### src/rtl/varredura_servo_if.sv
// Signal bundle between the sweep sequencer and its servo/sensor neighbours.
// medir is a one-cycle request and medida_pronta its one-cycle ack. The ack is
// honoured only while the sequencer waits for it, and it may arrive at the
// earliest one cycle after medir.
interface varredura_servo_if;
  logic       ligar;
  logic       medida_pronta;
  logic [2:0] posicao;
  logic       medir;
  logic       sentido;
  logic       fim_varredura;
  logic       db_timeout;
  logic [2:0] db_estado;

  modport master (
    input  ligar,
    input  medida_pronta,
    output posicao,
    output medir,
    output sentido,
    output fim_varredura,
    output db_timeout,
    output db_estado
  );

  modport slave (
    output ligar,
    output medida_pronta,
    input  posicao,
    input  medir,
    input  sentido,
    input  fim_varredura,
    input  db_timeout,
    input  db_estado
  );
endinterface

### src/rtl/varredura_servo.sv
// Ping-pong sweep sequencer (0..7..0) that settles, triggers a measurement and waits for the ack.
// Optional feature: define TIMEOUT_MEDIDA_EN to bound the wait for medida_pronta by TIMEOUT cycles.
module varredura_servo #(
  parameter int unsigned ESPERA  = 50000000,
  parameter int unsigned TIMEOUT = 5000000
) (
  input logic               clock,
  input logic               reset,
  varredura_servo_if.master bus
);

  typedef enum logic [2:0] {
    S_INICIAL = 3'd0,
    S_ESPERA  = 3'd1,
    S_MEDIR   = 3'd2,
    S_AGUARDA = 3'd3,
    S_PROXIMA = 3'd4
  } estado_t;

  localparam int unsigned CW = $clog2(ESPERA + 1);
  localparam logic [CW-1:0] ESPERA_ULT = CW'(ESPERA - 1);

`ifdef TIMEOUT_MEDIDA_EN
  localparam int unsigned TW = $clog2(TIMEOUT + 1);
  localparam logic [TW-1:0] TIMEOUT_ULT = TW'(TIMEOUT - 1);
  logic [TW-1:0] tcnt, tcnt_next;
  logic          timeout_q, timeout_next;
`else
  localparam int unsigned unused_timeout = TIMEOUT;
`endif

  estado_t       state, state_next;
  logic [CW-1:0] cnt, cnt_next;
  logic [2:0]    posicao, posicao_next;
  logic          sentido, sentido_next;
  logic          medir_q, medir_next;
  logic          fim_q, fim_next;
  logic          avanca;

  always_ff @(posedge clock or posedge reset) begin
    if (reset) begin
      state   <= S_INICIAL;
      cnt     <= '0;
      posicao <= 3'd0;
      sentido <= 1'b0;
      medir_q <= 1'b0;
      fim_q   <= 1'b0;
`ifdef TIMEOUT_MEDIDA_EN
      tcnt      <= '0;
      timeout_q <= 1'b0;
`endif
    end else begin
      state   <= state_next;
      cnt     <= cnt_next;
      posicao <= posicao_next;
      sentido <= sentido_next;
      medir_q <= medir_next;
      fim_q   <= fim_next;
`ifdef TIMEOUT_MEDIDA_EN
      tcnt      <= tcnt_next;
      timeout_q <= timeout_next;
`endif
    end
  end

  // Pulses are computed for the state being entered, so each one is
  // registered and lines up with the cycle that state is occupied.
  always_comb begin
    state_next   = state;
    cnt_next     = cnt;
    posicao_next = posicao;
    sentido_next = sentido;
    medir_next   = 1'b0;
    fim_next     = 1'b0;
    avanca       = 1'b0;
`ifdef TIMEOUT_MEDIDA_EN
    tcnt_next    = tcnt;
    timeout_next = 1'b0;
`endif
    if (!bus.ligar) begin
      state_next = S_INICIAL;
    end else begin
      case (state)
        S_INICIAL: begin
          state_next   = S_ESPERA;
          posicao_next = 3'd0;
          sentido_next = 1'b0;
          cnt_next     = '0;
        end
        S_ESPERA: begin
          if (cnt == ESPERA_ULT) begin
            state_next = S_MEDIR;
            medir_next = 1'b1;
            cnt_next   = '0;
          end else begin
            cnt_next = cnt + CW'(1);
          end
        end
        S_MEDIR: begin
          state_next = S_AGUARDA;
`ifdef TIMEOUT_MEDIDA_EN
          tcnt_next  = '0;
`endif
        end
        S_AGUARDA: begin
`ifdef TIMEOUT_MEDIDA_EN
          // An ack on the last allowed cycle is a normal completion.
          if (bus.medida_pronta || (tcnt == TIMEOUT_ULT)) begin
            avanca       = 1'b1;
            timeout_next = !bus.medida_pronta;
          end else begin
            tcnt_next = tcnt + TW'(1);
          end
`else
          if (bus.medida_pronta) avanca = 1'b1;
`endif
        end
        S_PROXIMA: begin
          state_next = S_ESPERA;
          cnt_next   = '0;
        end
        default: state_next = S_INICIAL;
      endcase

      // The new position is committed on entry to PROXIMA, so the settle
      // time starts counting from the cycle posicao actually changes.
      if (avanca) begin
        state_next = S_PROXIMA;
        if (!sentido) begin
          if (posicao != 3'd7) begin
            posicao_next = posicao + 3'd1;
          end else begin
            sentido_next = 1'b1;
            posicao_next = 3'd6;
          end
        end else begin
          if (posicao != 3'd0) begin
            posicao_next = posicao - 3'd1;
          end else begin
            sentido_next = 1'b0;
            posicao_next = 3'd1;
            fim_next     = 1'b1;
          end
        end
      end
    end
  end

  assign bus.posicao       = posicao;
  assign bus.sentido       = sentido;
  assign bus.medir         = medir_q;
  assign bus.fim_varredura = fim_q;
  assign bus.db_estado     = state;
`ifdef TIMEOUT_MEDIDA_EN
  assign bus.db_timeout    = timeout_q;
`else
  assign bus.db_timeout    = 1'b0;
`endif

endmodule
### src/flat_wrapper.sv
// flat-port wrapper written by rule: the top's interface ports become plain ports
module varredura_servo_flat 
#(
  parameter int unsigned ESPERA  = 50000000,
  parameter int unsigned TIMEOUT = 5000000
)
  (clock, reset, bus_ligar, bus_medida_pronta, bus_posicao, bus_medir, bus_sentido, bus_fim_varredura, bus_db_timeout, bus_db_estado);
  varredura_servo_if bus_i ();
  input logic clock;
  input logic reset;
  input wire logic [$bits(bus_i.ligar)-1:0] bus_ligar;
  input wire logic [$bits(bus_i.medida_pronta)-1:0] bus_medida_pronta;
  output wire logic [$bits(bus_i.posicao)-1:0] bus_posicao;
  output wire logic [$bits(bus_i.medir)-1:0] bus_medir;
  output wire logic [$bits(bus_i.sentido)-1:0] bus_sentido;
  output wire logic [$bits(bus_i.fim_varredura)-1:0] bus_fim_varredura;
  output wire logic [$bits(bus_i.db_timeout)-1:0] bus_db_timeout;
  output wire logic [$bits(bus_i.db_estado)-1:0] bus_db_estado;
  assign bus_i.ligar = bus_ligar;
  assign bus_i.medida_pronta = bus_medida_pronta;
  assign bus_posicao = bus_i.posicao;
  assign bus_medir = bus_i.medir;
  assign bus_sentido = bus_i.sentido;
  assign bus_fim_varredura = bus_i.fim_varredura;
  assign bus_db_timeout = bus_i.db_timeout;
  assign bus_db_estado = bus_i.db_estado;
  varredura_servo #(.ESPERA(ESPERA), .TIMEOUT(TIMEOUT)) u_core (.clock(clock), .reset(reset), .bus(bus_i));
endmodule
### config.mk
export PLATFORM = sky130hd
export DESIGN_NAME = varredura_servo_flat
export DESIGN_NICKNAME = d
export VERILOG_FILES = /design/src/rtl/varredura_servo_if.sv /design/src/rtl/varredura_servo.sv /design/src/flat_wrapper.sv
export SDC_FILE = /design/constraint.sdc
export NUM_CORES = 1
export LEC_CHECK = 0
export CAP_MARGIN = 30
export CORE_MARGIN = 4
export CORE_UTILIZATION = 45
export CTS_CLUSTER_DIAMETER = 30
export DETAILED_ROUTE_END_ITERATION = 6
export PLACE_DENSITY = 0.71
export SETUP_SLACK_MARGIN = 0.1
export SYNTH_ARGS = -nofsm -noshare
export SYNTH_HDL_FRONTEND = slang
export SYNTH_SLANG_ARGS = --single-unit
export TNS_END_PERCENT = 20
### constraint.sdc
create_clock -name clock -period 2.4 [get_ports clock]
set_clock_uncertainty 0.1 [all_clocks]
set_input_delay 0.48 -clock clock [delete_from_list [all_inputs] [get_ports clock]]
set_output_delay 0.48 -clock clock [all_outputs]
set_load 0.05 [all_outputs]
==> results.json, run 1 <==
{
  "htreeDepth": 2,
  "final_antenna_net_count": 0,
  "hpwlAfterDp_um": 3348,
  "crit_buf_inv": 1,
  "slowest_delay_ps": 860,
  "stdcell_count": 301,
  "clock_path_buffers": 2,
  "worstReg2RegStart": "u_core.cnt[0]",
  "nets": 257,
  "ir_drop_mv": 0.2407,
  "dr.pass1.iters": 4,
  "drtIter0Drc": 161,
  "fp.dieW_um": 76.96,
  "path_delay_family": "buffers and inverters",
  "final_common_cell": "dfrtp_1",
  "ys_warn_count": 0,
  "clock-sinks": 35,
  "routed_wl_um": 4778,
  "min_from": "u_core.cnt[20]",
  "dpl.cell_count": 293,
  "overflow": 0,
  "rrSetupSlack_ps": 320,
  "p_leak_uw": 0.001048,
  "clock_latency_ps": 290,
  "max_slew_margin_pct": 62.68,
  "worst_slew_pin_slew_ps": 554.6,
  "cp-start-kind": "flip-flop",
  "slew_viol_final": 0,
  "ys_seq_area_share_pct": 40.94,
  "cp_cell_sequence": "clkdlybuf4s50_1",
  "tns_ps": 0,
  "die_y_um": 76.96,
  "reg2reg_depth": 7,
  "grt_pass1_wl_um": 8480,
  "rows": 24,
  "min_path_type": "reg -> reg",
  "power_density_nw_per_um2": 519.9,
  "num_vias": 1841,
  "drive_above_1_share_pct": 12.45,
  "grt_usage_pct": 17.80,
  "reg2reg_to": "u_core.cnt[25]",
  "root_buffer": "clkbuf_8",
  "start_util_pct": 47.82,
  "setup_slack_ps": 174.4,
  "place_ws_ps": 184.7,
  "criticalPathCategory": "reg -> out",
  "die_area_um2": 5922,
  "cts_tree": "built",
  "hold_buffers": 0,
  "syn_to_final_growth_pct": 11.75,
  "grt_pass1_vias": 1773,
  "antenna_found_initial": 0,
  "cts_buffers": 5,
  "hold-path-endpoint": "u_core.cnt[20]",
  "cp-end-kind": "primary output",
  "design.core.area_um2": 4474,
  "min_period_over_period_pct": 92.73,
  "crit_arrival_ps": 1650,
  "layout_common_cells": "35 x dfrtp_1, 23 x nand2_1, 18 x a21oi_1",
  "syn_area_um2": 2140,
  "drcViolationCount": 0,
  "port_buffers": 12,
  "required_ps": 1820,
  "io_pins": 14,
  "finalHoldViolations": 0,
  "setup_viol_count_final": 0,
  "finalWeightedCongestion": 0.8633,
  "cpMaxStageDelayCell": "clkdlybuf4s50_1",
  "diodes": 0,
  "wl_per_cell_um": 15.87,
  "cp_max_fo": 9,
  "avgSynthCellArea_um2": 9.066,
  "fmax_ghz": 0.4493,
  "synthCells": 236,
  "max-cap-violations": 0,
  "crit_start": "u_core.bus.posicao[2]",
  "status": "complete, no violations",
  "synth_fp_nets": 245,
  "via_per_inst": 6.116,
  "min_period_ps": 2226,
  "whs_path_depth": 1,
  "grt_max_degree": 36,
  "path_clk_slew_ps": 70,
  "netlist-cell-type-count": 44,
  "rsz0062_at_grt": "no",
  "ys_seq_elements": 35
}
==> kinds of logic (layout without fill, tap and decap cells) <==
kind of cell	after synthesis	after routing	synth area share (%)
adder cells (fa/ha/maj)	5	5	2.924
buffers and inverters	23	36	5.730
XOR/XNOR	2	2	0.8189
flip-flops	35	35	40.94
other	1	1	0.1753
multiplexers	5	5	2.515
AND/OR/NAND/NOR	102	102	28.13
AO/OA/AOI/OAI	63	63	18.77
==> synthesized netlist by cell type <==
master	number	area, µm²
mux2_2	3	33.78
conb_1	1	3.750
nor3_1	4	20.02
o21ai_1	1	5.000
dfrtp_1	35	875.8
nand2b_1	7	43.79
and2_1	5	31.28
a31oi_1	17	106.4
or2_4	1	8.760
buf_4	2	15.01
nand2_1	23	86.33
a32o_1	1	10.01
nor4_1	6	37.54
buf_2	3	15.01
nor2_1	8	30.03
nand3_1	14	70.07
a41oi_1	5	43.79
nand3b_1	1	7.510
a21oi_1	18	90.09
o21a_1	1	7.510
inv_1	9	33.78
and4bb_1	1	12.51
buf_6	3	33.78
buf_1	1	3.750
a211oi_1	1	7.510
xnor2_1	2	17.52
nand4_2	4	50.05
o21ai_0	10	50.05
nand4_1	10	62.56
o211ai_1	1	7.510
a21boi_0	1	7.510
nor2b_1	6	37.54
o22a_2	1	10.01
and4_1	4	35.03
a22o_1	2	17.52
clkbuf_2	2	10.01
and3_1	4	25.02
a31o_2	3	26.28
clkbuf_1	3	11.26
mux2i_1	2	20.02
ha_1	5	62.56
or2_2	1	6.260
o22ai_2	1	12.51
nor4_2	3	37.54
==> worst max path at each step <==
stage | cells past startpoint | slack [ps] | end
2_1_floorplan | 7 | 420 | u_core.bus.sentido
3_3_place_gp | 7 | 220 | u_core.cnt[25]
3_5_place_dp | 7 | 180 | u_core.cnt[25]
4_1_cts | 1 | 140 | bus_db_estado[0]
5_1_grt | 1 | 110 | bus_sentido
6_report | 1 | 170 | bus_posicao[2]
==> sequential cells by signal, indices dropped and copies added, names as in the netlist <==
name,flops
u_core.bus.medir,1
u_core.bus.fim_varredura,1
u_core.cnt,26
u_core.bus.sentido,1
u_core.bus.db_estado,3
u_core.bus.posicao,3
==> what timing repair did <==
item                                    in CTS  in global routing
hold endpoints to repair                     0                  0
setup buffers                                0                  0
endpoints found under the setup margin       0                  1
resized for setup                            0                  1
==> metal layers <==
metal  global-route usage (%)  part of all wire, %  vias to the layer above
met5                        0                    0                        -
met4                    8.152                  1.4                        0
met3                    4.215                  4.1                        5
met2                    26.48                   47                       37
met1                    24.41                   47                      893
li1                         -                    -                      906
==> metrics by stage <==
step	util, %	instance area [µm²]	hold WS, ps	total power (µW)
floorplan	-	2140	365.1	752.8
global placement	51.15	2288	409.3	777.7
detailed placement	51.15	2288	407.5	783.3
CTS	53.38	2389	416.3	1257
global route	53.44	2391	455.5	1304
finish	53.44	2391	415.8	1243
==> area by class of cell <==
class,count,area [µm²]
inverters,9,33.78
well taps,52,65.06
clock buffers,8,100.1
flip-flops and latches,35,875.8
multi-input cells,178,1141
fillers,391,2083
repair buffers,19,175.2
==> report_power, final <==
group	internal (µW)	switching (µW)
Clock	262	208
Combinational	45.9	73.8
Sequential	610	43.5
Power figures use the tool's default switching activity.
==> inputs of run 2 (changes only) <==
Settings changed: CORE_UTILIZATION 45 to 59, PLACE_DENSITY 0.71 to 0.88.
==> run 2 against run 1 <==
Critical path depth unchanged; routed wire length decreased by 0.96%; global-route usage increased by 5.6 points; register-to-register slack about the same; critical path type unchanged.
==> results.json, run 2 (same netlist as run 1, synthesis figures left out) <==
{
  "ir_drop_mv": 0.3723,
  "finalWeightedCongestion": 0.9637,
  "worstReg2RegStart": "u_core.cnt[0]",
  "nets": 256,
  "reg2reg_to": "u_core.cnt[25]",
  "hold-worst-slack_ps": 418.9,
  "tns_ps": 0,
  "path_delay_family": "buffers and inverters",
  "n_fill_cell": 268,
  "max-cap-violations": 0,
  "start_util_pct": 62.64,
  "min_path_type": "in -> async",
  "grt_pass1_wl_um": 8052,
  "p_leak_uw": 0.001032,
  "crit_start": "u_core.bus.db_estado[1]",
  "largest_register": "u_core.cnt",
  "cp.depth": 1,
  "dpl-instance-area_um2": 2273,
  "final_common_cell": "dfrtp_1",
  "grt_pass1_vias": 1647,
  "design.core.area_um2": 3416,
  "die_area_um2": 4654,
  "finalHoldViolations": 0,
  "via_per_inst": 6.449,
  "clock_path_buffers": 2,
  "setup_viol_count_final": 0,
  "setup_slack_ps": 109.7,
  "cp-start-kind": "flip-flop",
  "min_period_over_period_pct": 95.43,
  "cp-end-kind": "primary output",
  "min_period_ps": 2290,
  "criticalPathCategory": "reg -> out",
  "io_pins": 14,
  "hold_buffers": 0,
  "drcViolationCount": 0,
  "final_cell_area_um2": 2325,
  "power_density_nw_per_um2": 466.9,
  "grt_usage_pct": 23.37,
  "final_antenna_net_count": 0,
  "dpl.cell_count": 286,
  "drtIter0Drc": 208,
  "fp.dieW_um": 68.22,
  "rsz0062_at_grt": "yes",
  "crit_arrival_ps": 1710,
  "postCtsSetupRepairBufs": 0,
  "max_slew_margin_pct": 59.28,
  "fmax_ghz": 0.4366,
  "die_y_um": 68.22,
  "crit_buf_inv": 1,
  "reg2reg_depth": 7,
  "clock_latency_ps": 350,
  "hpwlAfterDp_um": 3181,
  "cts_buffers": 5,
  "htreeDepth": 2,
  "syn_to_final_growth_pct": 8.655,
  "dr.pass1.iters": 7,
  "wl_per_cell_um": 16.10,
  "endpoint": "bus_db_estado[1]",
  "layout_common_cells": "35 x dfrtp_1, 23 x nand2_1, 18 x a21oi_1",
  "routed_wl_um": 4732,
  "slowest_delay_ps": 860,
  "antenna_found_initial": 0,
  "grt_max_degree": 36,
  "diodes": 0,
  "path_clk_slew_ps": 100,
  "drive_above_1_share_pct": 11.69,
  "stdcell_count": 294,
  "largest_reg_flops": 26,
  "place_ws_ps": 216.6,
  "root_buffer": "clkbuf_4",
  "worst_slew_pin_slew_ps": 605.2,
  "cpMaxStageDelayCell": "clkdlybuf4s50_1",
  "slew_viol_final": 0,
  "clock-sinks": 35,
  "port_buffers": 12,
  "cp_cell_sequence": "clkdlybuf4s50_1",
  "required_ps": 1820,
  "cts_tree": "built",
  "status": "complete, no violations",
  "cts_resized": 1,
  "rrSetupSlack_ps": 310,
  "rows": 21,
  "num_vias": 1896,
  "overflow": 0,
  "cp_max_fo": 8
}
run 2: layout make-up:
type / count / area [µm²] / share of cell area [%]
Timing Repair Buffer: 18 / 166.4 / 7.158
Inverter: 9 / 33.78 / 1.453
Clock buffer: 7 / 45.04 / 1.938
Sequential cell: 35 / 875.8 / 37.67
Tap cell: 46 / 57.56 / 2.476
Clock inverter: 1 / 5.005 / 0.2153
Multi-Input combinational cell: 178 / 1141 / 49.08
run 2: through the flow:
step / util (%) / total power (µW)
floorplan: - / 752.8
global placement: 66.56 / 777.1
detailed placement: 66.56 / 781.1
CTS: 67.99 / 1092
global route: 68.06 / 1140
finish: 68.06 / 1085
run 2: power breakdown:
group,internal [µW],switching (µW)
Clock,114,201
Combinational,45.1,73.3
Sequential,609,42.2
Total,769,317
run 2: routing by layer:
| layer | vias to the layer above | GRT usage, % | wire length, µm |
|---|---|---|---|
| met5 | - | 0 | 0 |
| met4 | 0 | 6.948 | 53 |
| met3 | 6 | 6.076 | 329 |
| met2 | 82 | 34.42 | 2131 |
| met1 | 905 | 33.68 | 2217 |
| li1 | 903 | - | - |
run 2: how the worst min path moves through the flow:
stage | startpoint | end | depth (start not counted)
after floorplan | u_core.cnt[20] | u_core.cnt[20] | 1
after global placement | u_core.cnt[20] | u_core.cnt[20] | 1
after detailed placement | u_core.cnt[20] | u_core.cnt[20] | 1
after CTS | u_core.cnt[20] | u_core.cnt[20] | 1
after global routing | reset | u_core.bus.posicao[2] | 3
final | reset | u_core.bus.posicao[2] | 3
run 2: tightest hold or removal path, delay by kind of cell:
| family | cells | cell delay [ps] |
|---|---|---|
| buffers and inverters | 3 | 820 |
